**src/rtl/pipeline_pkg.sv**
```systemverilog
// Shared types and constants for the 5-stage pipeline control path.
// Used by the hazard controller and by the ID/EX bubble logic.
package pipeline_pkg;

   typedef enum logic [1:0] {
      RUN      = 2'd0,
      MEM_WAIT = 2'd1,
      FLUSH    = 2'd2
   } hz_state_t;

   localparam logic [4:0] REG_ZERO = 5'd0;

   typedef struct packed {
      logic [1:0] wb;
      logic [1:0] mem;
      logic [3:0] exe;
   } ctrl_word_t;

   // Control word that ID/EX consumers substitute when id_ex_flush is high.
   localparam ctrl_word_t NOP_CTRL = '0;

   // A load in EX feeds a source register of the instruction in ID; x0 never counts.
   function automatic logic load_use_hit(input logic       mem_read,
                                         input logic [4:0] rd,
                                         input logic [4:0] rs1,
                                         input logic [4:0] rs2);
      return mem_read && (rd != REG_ZERO) && ((rd == rs1) || (rd == rs2));
   endfunction

endpackage

```
**src/rtl/perf_counter_sat.sv**
```systemverilog
// Saturating up-counter with increment enable and synchronous clear.
// Holds at all-ones instead of wrapping.
module perf_counter_sat #(
   parameter int W = 32
) (
   input  logic         clk,
   input  logic         clr,
   input  logic         inc,
   output logic [W-1:0] count
);

   logic [W-1:0] count_reg;

   always_ff @(posedge clk) begin
      if (clr)
         count_reg <= '0;
      else if (inc && (count_reg != {W{1'b1}}))
         count_reg <= count_reg + W'(1);
   end

   assign count = count_reg;

endmodule

```
**src/rtl/pipeline_hazard_controller.sv**
```systemverilog
// Stall/flush sequencer: load-use bubbles, multi-cycle branch flush and
// data-memory freeze, plus stall-cycle and flush-event counters.
module pipeline_hazard_controller
   import pipeline_pkg::*;
#(
   parameter int BRANCH_PENALTY = 2,
   parameter int CNT_W          = 32
) (
   input  logic             clk,
   input  logic             reset,
   input  logic             id_ex_mem_read,
   input  logic [4:0]       id_ex_rd,
   input  logic [4:0]       if_id_rs1,
   input  logic [4:0]       if_id_rs2,
   input  logic             branch_taken,
   input  logic             mem_req,
   input  logic             mem_ready,
   output logic             pc_write,
   output logic             if_id_write,
   output logic             if_id_flush,
   output logic             id_ex_flush,
   output logic             pipe_hold,
   output logic [CNT_W-1:0] stall_cycles,
   output logic [CNT_W-1:0] flush_events
);

   hz_state_t  state_reg, state_next;
   logic [2:0] fcnt_reg, fcnt_next;
   logic       mem_stall;
   logic       load_use;
   logic       flush_accept;
   logic [1:0] cnt_inc;
   logic [CNT_W-1:0] cnt_val [2];

   assign mem_stall = mem_req & ~mem_ready;
   assign load_use  = load_use_hit(id_ex_mem_read, id_ex_rd, if_id_rs1, if_id_rs2);

   always_ff @(posedge clk) begin
      if (reset) begin
         state_reg <= RUN;
         fcnt_reg  <= 3'd0;
      end else begin
         state_reg <= state_next;
         fcnt_reg  <= fcnt_next;
      end
   end

   always_comb begin
      pc_write     = 1'b1;
      if_id_write  = 1'b1;
      if_id_flush  = 1'b0;
      id_ex_flush  = 1'b0;
      pipe_hold    = 1'b0;
      flush_accept = 1'b0;
      state_next   = state_reg;
      fcnt_next    = fcnt_reg;

      if (reset) begin
         pc_write    = 1'b0;
         if_id_write = 1'b0;
         if_id_flush = 1'b1;
         id_ex_flush = 1'b1;
         state_next  = RUN;
         fcnt_next   = 3'd0;
      end else begin
         unique case (state_reg)
            RUN: begin
               if (mem_stall) begin
                  pc_write    = 1'b0;
                  if_id_write = 1'b0;
                  pipe_hold   = 1'b1;
                  state_next  = MEM_WAIT;
               end else if (branch_taken) begin
                  if_id_flush  = 1'b1;
                  id_ex_flush  = 1'b1;
                  flush_accept = 1'b1;
                  if (BRANCH_PENALTY > 1) begin
                     state_next = FLUSH;
                     fcnt_next  = 3'(BRANCH_PENALTY - 1);
                  end
               end else if (load_use) begin
                  pc_write    = 1'b0;
                  if_id_write = 1'b0;
                  id_ex_flush = 1'b1;
               end
            end
            MEM_WAIT: begin
               // EX is frozen here, so a branch seen now is re-evaluated in RUN.
               if (!mem_ready) begin
                  pc_write    = 1'b0;
                  if_id_write = 1'b0;
                  pipe_hold   = 1'b1;
               end else begin
                  state_next = RUN;
               end
            end
            FLUSH: begin
               if_id_flush = 1'b1;
               if (mem_stall) begin
                  pc_write    = 1'b0;
                  if_id_write = 1'b0;
                  pipe_hold   = 1'b1;
               end else begin
                  fcnt_next = fcnt_reg - 3'd1;
                  if (fcnt_reg <= 3'd1)
                     state_next = RUN;
               end
            end
            default: begin
               state_next = RUN;
               fcnt_next  = 3'd0;
            end
         endcase
      end
   end

   assign cnt_inc[0] = ~reset & ~pc_write;
   assign cnt_inc[1] = flush_accept;

   genvar gi;
   generate
      for (gi = 0; gi < 2; gi++) begin : g_cnt
         perf_counter_sat #(.W(CNT_W)) u_cnt (
            .clk   (clk),
            .clr   (reset),
            .inc   (cnt_inc[gi]),
            .count (cnt_val[gi])
         );
      end
   endgenerate

   assign stall_cycles = cnt_val[0];
   assign flush_events = cnt_val[1];

endmodule

```
**config.mk**
```make
export PLATFORM = sky130hd
export DESIGN_NAME = pipeline_hazard_controller
export DESIGN_NICKNAME = d
export VERILOG_FILES = /design/src/rtl/pipeline_pkg.sv /design/src/rtl/perf_counter_sat.sv /design/src/rtl/pipeline_hazard_controller.sv
export SDC_FILE = /design/constraint.sdc
export NUM_CORES = 1
export LEC_CHECK = 0
export BUFFER_PORTS_ARGS = -buffer_cell sky130_fd_sc_hd__buf_2
export CORE_ASPECT_RATIO = 0.75
export CORE_UTILIZATION = 40
export CTS_CLUSTER_SIZE = 14
export DETAILED_ROUTE_END_ITERATION = 12
export HOLD_SLACK_MARGIN = 0.06
export PLACE_DENSITY_LB_ADDON = 0.05
export RECOVER_POWER = 100
export SLEW_MARGIN = 20
export SYNTH_ARGS = -nofsm -noshare
export SYNTH_HDL_FRONTEND = slang
export SYNTH_SLANG_ARGS = --single-unit
```
**constraint.sdc**
```tcl
create_clock -name clk -period 5.6 [get_ports clk]
set_input_delay 0.84 -clock clk [delete_from_list [all_inputs] [get_ports clk]]
set_output_delay 0.84 -clock clk [all_outputs]
set_load 0.05 [all_outputs]
```
## After elaboration in Yosys (flattened, before gate mapping)

Cells that the tools add are included.

- Bits in registers: 69
- Bits in latches: 0
- Memory bits (writable): 0
- Memory bits (read-only): 0
- Bits of input ports: 21
- Output and inout bits: 69
- Word-level logic and storage cells: 68
- Memories kept: 0

- $add $sub $neg: 3
- Multiply operators: 0
- Div/mod/pow operators: 0
- Order comparisons: 1
- Eq/ne operators: 12
- Shift operators: 0
- Muxes and demuxes: 32
- Bitwise operators: 6
- Reduce and logical (&&, ||, !) cells: 10

Operators by type and width:

| kind | number |
|---|---|
| $add A32 B1 Y32 const B | 2 |
| $ne A32 B32 Y1 const B | 2 |
| $mux W1 | 19 |
| $eq A5 B5 Y1 | 2 |
| $mux W2 | 5 |
| $ne A2 B2 Y1 const B | 5 |
| $mux W3 | 3 |
| $pmux W3 S3 | 1 |
| $reduce_and A4 Y1 | 2 |
| $pmux W2 S3 | 1 |
| $reduce_bool A5 Y1 | 1 |
| $logic_and A1 B1 Y1 | 4 |
| $not A1 Y1 | 4 |
| $pmux W1 S2 | 2 |
| $le A3 B1 Y1 const B | 1 |
| $ne A3 B3 Y1 const B | 1 |
| $pmux W1 S3 | 1 |
| $sub A3 B1 Y3 const B | 1 |
| $and A1 B1 Y1 | 2 |
| $eq A2 B1 Y1 const B | 1 |
| $eq A2 B2 Y1 const B | 1 |
| $logic_not A2 Y1 | 1 |
| $reduce_or A2 Y1 | 1 |
| $logic_or A1 B1 Y1 | 1 |

## Depth between registers and ports, before layout

- Word-level depth: 11
- Gate-level depth with buffers: 10
- Gate-level depth less buffers: 7

## Hierarchy

From an unflattened synthesis, not the netlist that was laid out.

- Cell total of the unflattened synthesis: 468
- Area, all modules: 3885.0 um2

Modules (own cells, without submodules):

| module | times used | cells an instance | area each (um2) | sequential area each (um2) |
|---|---|---|---|---|
| perf_counter_sat | 2 | 199 | 1674.1 | 640.6 |
| pipeline_hazard_controller | 1 | 70 | 536.8 | 100.1 |

## Worst setup path after synthesis

OpenSTA, ideal clock, no wires.

- Path kind: input -> output
- Start: input id_ex_rd[1]
- End: output pc_write
- Arrival: 2886 ps
- Data required time: 4760 ps
- Slack: 1874 ps
- Cell stages on the path: 5
- Path buffers: 1
- Cell sequence: or4_1 > o21ai_1 > o31a_1 > nor2b_1 > buf_4

- Longest elaborated chain between the ends: 8
- Elaborated cells on any way between the ends: 11
- Classes of those cells: eq/ne: 2; mux: 5; reduce/logical: 4

Ends and longest elaborated chain:

| item | RTL line | text |
|---|---|---|
| start: declaration | pipeline_hazard_controller.sv:12 | `input logic [4:0] id_ex_rd,` |
| $eq A5 B5 Y1 or $reduce_bool A5 Y1 (tied branches) | pipeline_pkg.sv:27 | `return mem_read && (rd != REG_ZERO) && ((rd == rs1) \|\| (rd == rs2));` |
| $logic_or A1 B1 Y1 or $logic_and A1 B1 Y1 (tied branches) | pipeline_pkg.sv:27 |  |
| $logic_and A1 B1 Y1 (*) | pipeline_pkg.sv:27 |  |
| $mux W1 (*) (3 in a row) | -- |  |
| $pmux W1 S3 (*) | -- |  |
| $mux W1 (*) | -- |  |
| end: declaration | pipeline_hazard_controller.sv:18 | `output logic pc_write,` |

Every way passes the cells marked *; elsewhere a longest branch is shown, timed or not.

## Worst setup path after layout

- Start: input id_ex_rd[1]
- End: register g_cnt[0].u_cnt.count_reg[4]

- Longest elaborated chain between the ends: 11
- Elaborated cells on any way between the ends: 14
- Classes of those cells: eq/ne: 2; mux: 5; bitwise: 2; reduce/logical: 5

Ends and longest elaborated chain:

| item | RTL line | text |
|---|---|---|
| $eq A5 B5 Y1 or $reduce_bool A5 Y1 (tied branches) | pipeline_pkg.sv:27 |  |
| $logic_or A1 B1 Y1 or $logic_and A1 B1 Y1 (tied branches) | pipeline_pkg.sv:27 |  |
| $logic_and A1 B1 Y1 (*) | pipeline_pkg.sv:27 |  |
| $mux W1 (*) | pipeline_hazard_controller.sv:81 | `end else if (load_use) begin` |
| $mux W1 (*) | pipeline_hazard_controller.sv:73 | `end else if (branch_taken) begin` |
| $mux W1 (*) | pipeline_hazard_controller.sv:68 | `if (mem_stall) begin` |
| $pmux W1 S3 (*) | pipeline_hazard_controller.sv:66 | `unique case (state_reg)` |
| $mux W1 (*) | pipeline_hazard_controller.sv:58 | `if (reset) begin` |
| $not A1 Y1 (*) | pipeline_hazard_controller.sv:117 | `assign cnt_inc[0] = ~reset & ~pc_write;` |
| $and A1 B1 Y1 (*) | pipeline_hazard_controller.sv:117 |  |
| $logic_and A1 B1 Y1 (*) | perf_counter_sat.sv:17 | `else if (inc && (count_reg != {W{1'b1}}))` |
| end signal: assignment | perf_counter_sat.sv:18 | `count_reg <= count_reg + W'(1);` |
| end: declaration | perf_counter_sat.sv:12 | `logic [W-1:0] count_reg;` |

Marks and branches as above.
A chain may end at the register's enable or synchronous reset.

==> summary.md <==
| Metric | Value |
|---|---|
| Status | complete, but fails checks |
| Violated checks | DRC, capacitance limit, slew limit |
| Final #Nets | 539 |
| Vias in the first global route | 2997 |
| Clock Sinks | 69 |
| EDFF count, synth | 0 |
| RSZ-0062 raised after global routing | no |
| Clock Pin Slew Worst Setup and Hold Paths | 60 ps |
| Gr ovfl total | 0 |
| Final wirelength | 8569 um |
| Sequential share of power | 43.5% |
| # Max-Cap Violations | 1 |
| Leading cell type in the layout, fill and taps excluded | clkbuf_1 |
| Synth Register Bits | 69 |
| Critical path launch point type | input pin |
| Remaining antenna violation count after routing | 0 |
| Reg2reg path depth | 7 |
| Via count | 3389 |
| Power Density | 271.0 mW/mm2 |
| Die area | 0.009329 mm2 |
| Worst hold path depth | 2 |
| Largest net degree at the start of global routing | 75 |
| Worst hold path class | flop to flop |
| Share of layout cells above drive strength 1 | 7.900% |
| Vias/cell | 5.405 |
| Crit path max fanout | 54 |
| First-pass GRT wire length | 14680 um |
| Fraction of registers with async set/reset | 0% |
| Crit path DAT | 3880 ps |
| TritonCTS clock tree | built |
| Post-CTS Setup Bufs | 0 |
| Layout Utilization | 49.81% |
| P_leak | 1.426 nW |
| H-tree depth | 3 |
| CTS max path bufs | 2 |
| Post-Synthesis Cell Area | 0.003577 mm2 |
| Yosys warnings | 0 |
| TritonRoute pass-1 iters | 8 |
| Synth Flop Type | dfxtp_1 |
| Most frequent cells in the layout | 73 x clkbuf_1, 69 x dfxtp_1, 44 x nor2_1 |
| Antenna diodes | 0 |
| Number of port buffers | 89 |
| Detail Placement HPWL | 5950 um |
| Post-route cell area | 0.004265 mm2 |
| Fillers | 866 |
| Synth Instances | 434 |
| Least-Margin Pin Slew | 1882 ps |
| Final Slew Violations | 55 |
| Setup violators final | 0 |
| Total power | 1.156 mW |
| CP required | 5850 ps |
| GRT Total Usage | 19.12% |
| Final hold violation count | 0 |
| Die Ht | 83.90 um |
| Max reg flops | 64 |
| Core area | 0.008563 mm2 |
| Area Growth Syn to Fin | 19.24% |
| Worst setup EP type | flop |
| Cell chosen for the clock root | clkbuf_16 |
| Placed Area | 0.004075 mm2 |
| Antenna violations before repair | 0 |
| Clock buffers created by TritonCTS | 9 |
| Period utilisation layout | 64.91% |
| Inst Count DP | 611 |
| Skew-Pair Late Insertion Delay | 320 ps |
| Max VDD drop | 0.0001533 V |
| Power Internal | 876.1 uW |
| Min Clock Period, post-route | 3635 ps |
| Max-slew headroom | -25.45% |
| Register area share after synthesis | 38.61% |
| Chip Width | 111.2 um |
| Comb power frac | 7.6% |
| Final TNS setup | 0 ps |
| Top cell type's share of synthesized area | 38.61% |
| Hold_buf cts | 0 |
| Max Clk Rate | 0.2751 GHz |
| Starting DRT DRC Count | 185 |
| DRC | 8 |
| Clock power frac | 48.9% |
| Sw power | 280.0 uW |
| Num rows | 29 |
| Post-CTS sizing | 0 |
| CP Class | input pin to flop |
| Sw Share | 24.22% |
| Avg Cell Area, Syn | 8.242 um2 |
| Netlist cell types | 44 |
| Mapped Nets | 459 |
| Final RePlAce weighted congestion | 0.7320 |
| Final WS setup | 1965 ps |
| Largest cells by area after synthesis | dfxtp_1 39%, xor2_1 7.3%, a21oi_1 4.8%, nor2_1 4.6%, nand3_1 4.2% |
| Pre-CTS WS | 2236 ps |
| # IOs | 90 |
| Wire per inst | 13.67 um |
| Initial Util | 41.77% |
| Largest area contributor in the netlist | dfxtp_1 |
| Hold Worst Slack | 502.7 ps |
| Final Non-Filler Cells | 627 |
| Skew final | 5.369 ps |
-- power groups by stage --
stage | Sequential [mW] | Clock (mW) | Combinational (mW)
2_1_floorplan | 0.519 | 0 | 0.0603
5_1_grt | 0.504 | 0.608 | 0.0975
3_5_place_dp | 0.514 | 0 | 0.0910
3_3_place_gp | 0.514 | 0 | 0.0902
6_report | 0.503 | 0.565 | 0.0880
4_1_cts | 0.503 | 0.583 | 0.0913
-- cells in the mapped netlist (2+ instances only) --
master,count
dfxtp_1,69
nor2_1,44
a21oi_1,34
nand3_1,30
xor2_1,30
nand2_1,25
or3_1,23
o21ai_0,22
clkbuf_1,15
nand4_1,15
and3_1,12
xnor2_1,12
and4_1,10
or4_1,9
nor3_1,8
inv_1,7
o31ai_1,6
and2_1,5
and4_4,5
buf_2,5
o21ai_1,5
ha_1,4
nand2b_1,4
nor4_1,4
nor2b_1,3
o21bai_1,3
a211oi_1,2
a31o_2,2
buf_6,2
mux2i_1,2
nor4b_1,2
o31a_1,2
or3b_1,2
-- area by class of cell --
type	count	area [um2]	area share, %
tap	108	135.1	3.168
multi-input combinational	335	2049	48.05
inverter	7	26.28	0.6160
clock buffer	10	239.0	5.603
clock inverter	6	62.56	1.467
timing repair buffer	92	371.6	8.712
sequential	69	1381	32.38
-- kinds of logic (layout without fill, tap and decap cells) --
kind of cell	count (synthesis)	after routing	share of synthesized area (%)
xor gates and xnor gates	42	42	10.28
muxes	2	2	0.5597
AOI/OAI and AO/OA	83	83	13.50
adders and majority gates	4	4	1.399
DFF	69	69	38.61
buffers and inverters	30	115	3.847
and+or+nand+nor	204	204	31.79
-- metal layers --
layer | GRT usage (%) | vias to the layer above | part of all wire, %
met4 | 4.791 | 0 | 0.76
met5 | 0 | - | 0
met1 | 27.24 | 1576 | 52
li1 | - | 1740 | -
met3 | 4.866 | 5 | 4.2
met2 | 28.58 | 68 | 43
-- worst max-delay path, stage by stage --
cell,delay [ps]
clkbuf_1,110
or4_1,510
o21ai_0,280
o21ai_0,130
or3b_1,180
clkbuf_1,1330
o21ai_0,280
a21oi_1,190
-- final timing paths --
| path | startpoint | endpoint | slack, ps |
|---|---|---|---|
| hold / removal | fcnt_reg[2] | fcnt_reg[2] | 500 |
| setup / recovery | id_ex_rd[1] | g_cnt[0].u_cnt.count[4] | 1970 |
| setup reg to reg | g_cnt[0].u_cnt.count[2] | g_cnt[0].u_cnt.count[4] | 2320 |
| hold reg to reg | fcnt_reg[2] | fcnt_reg[2] | 500 |
(Power assumes the default switching activity.)
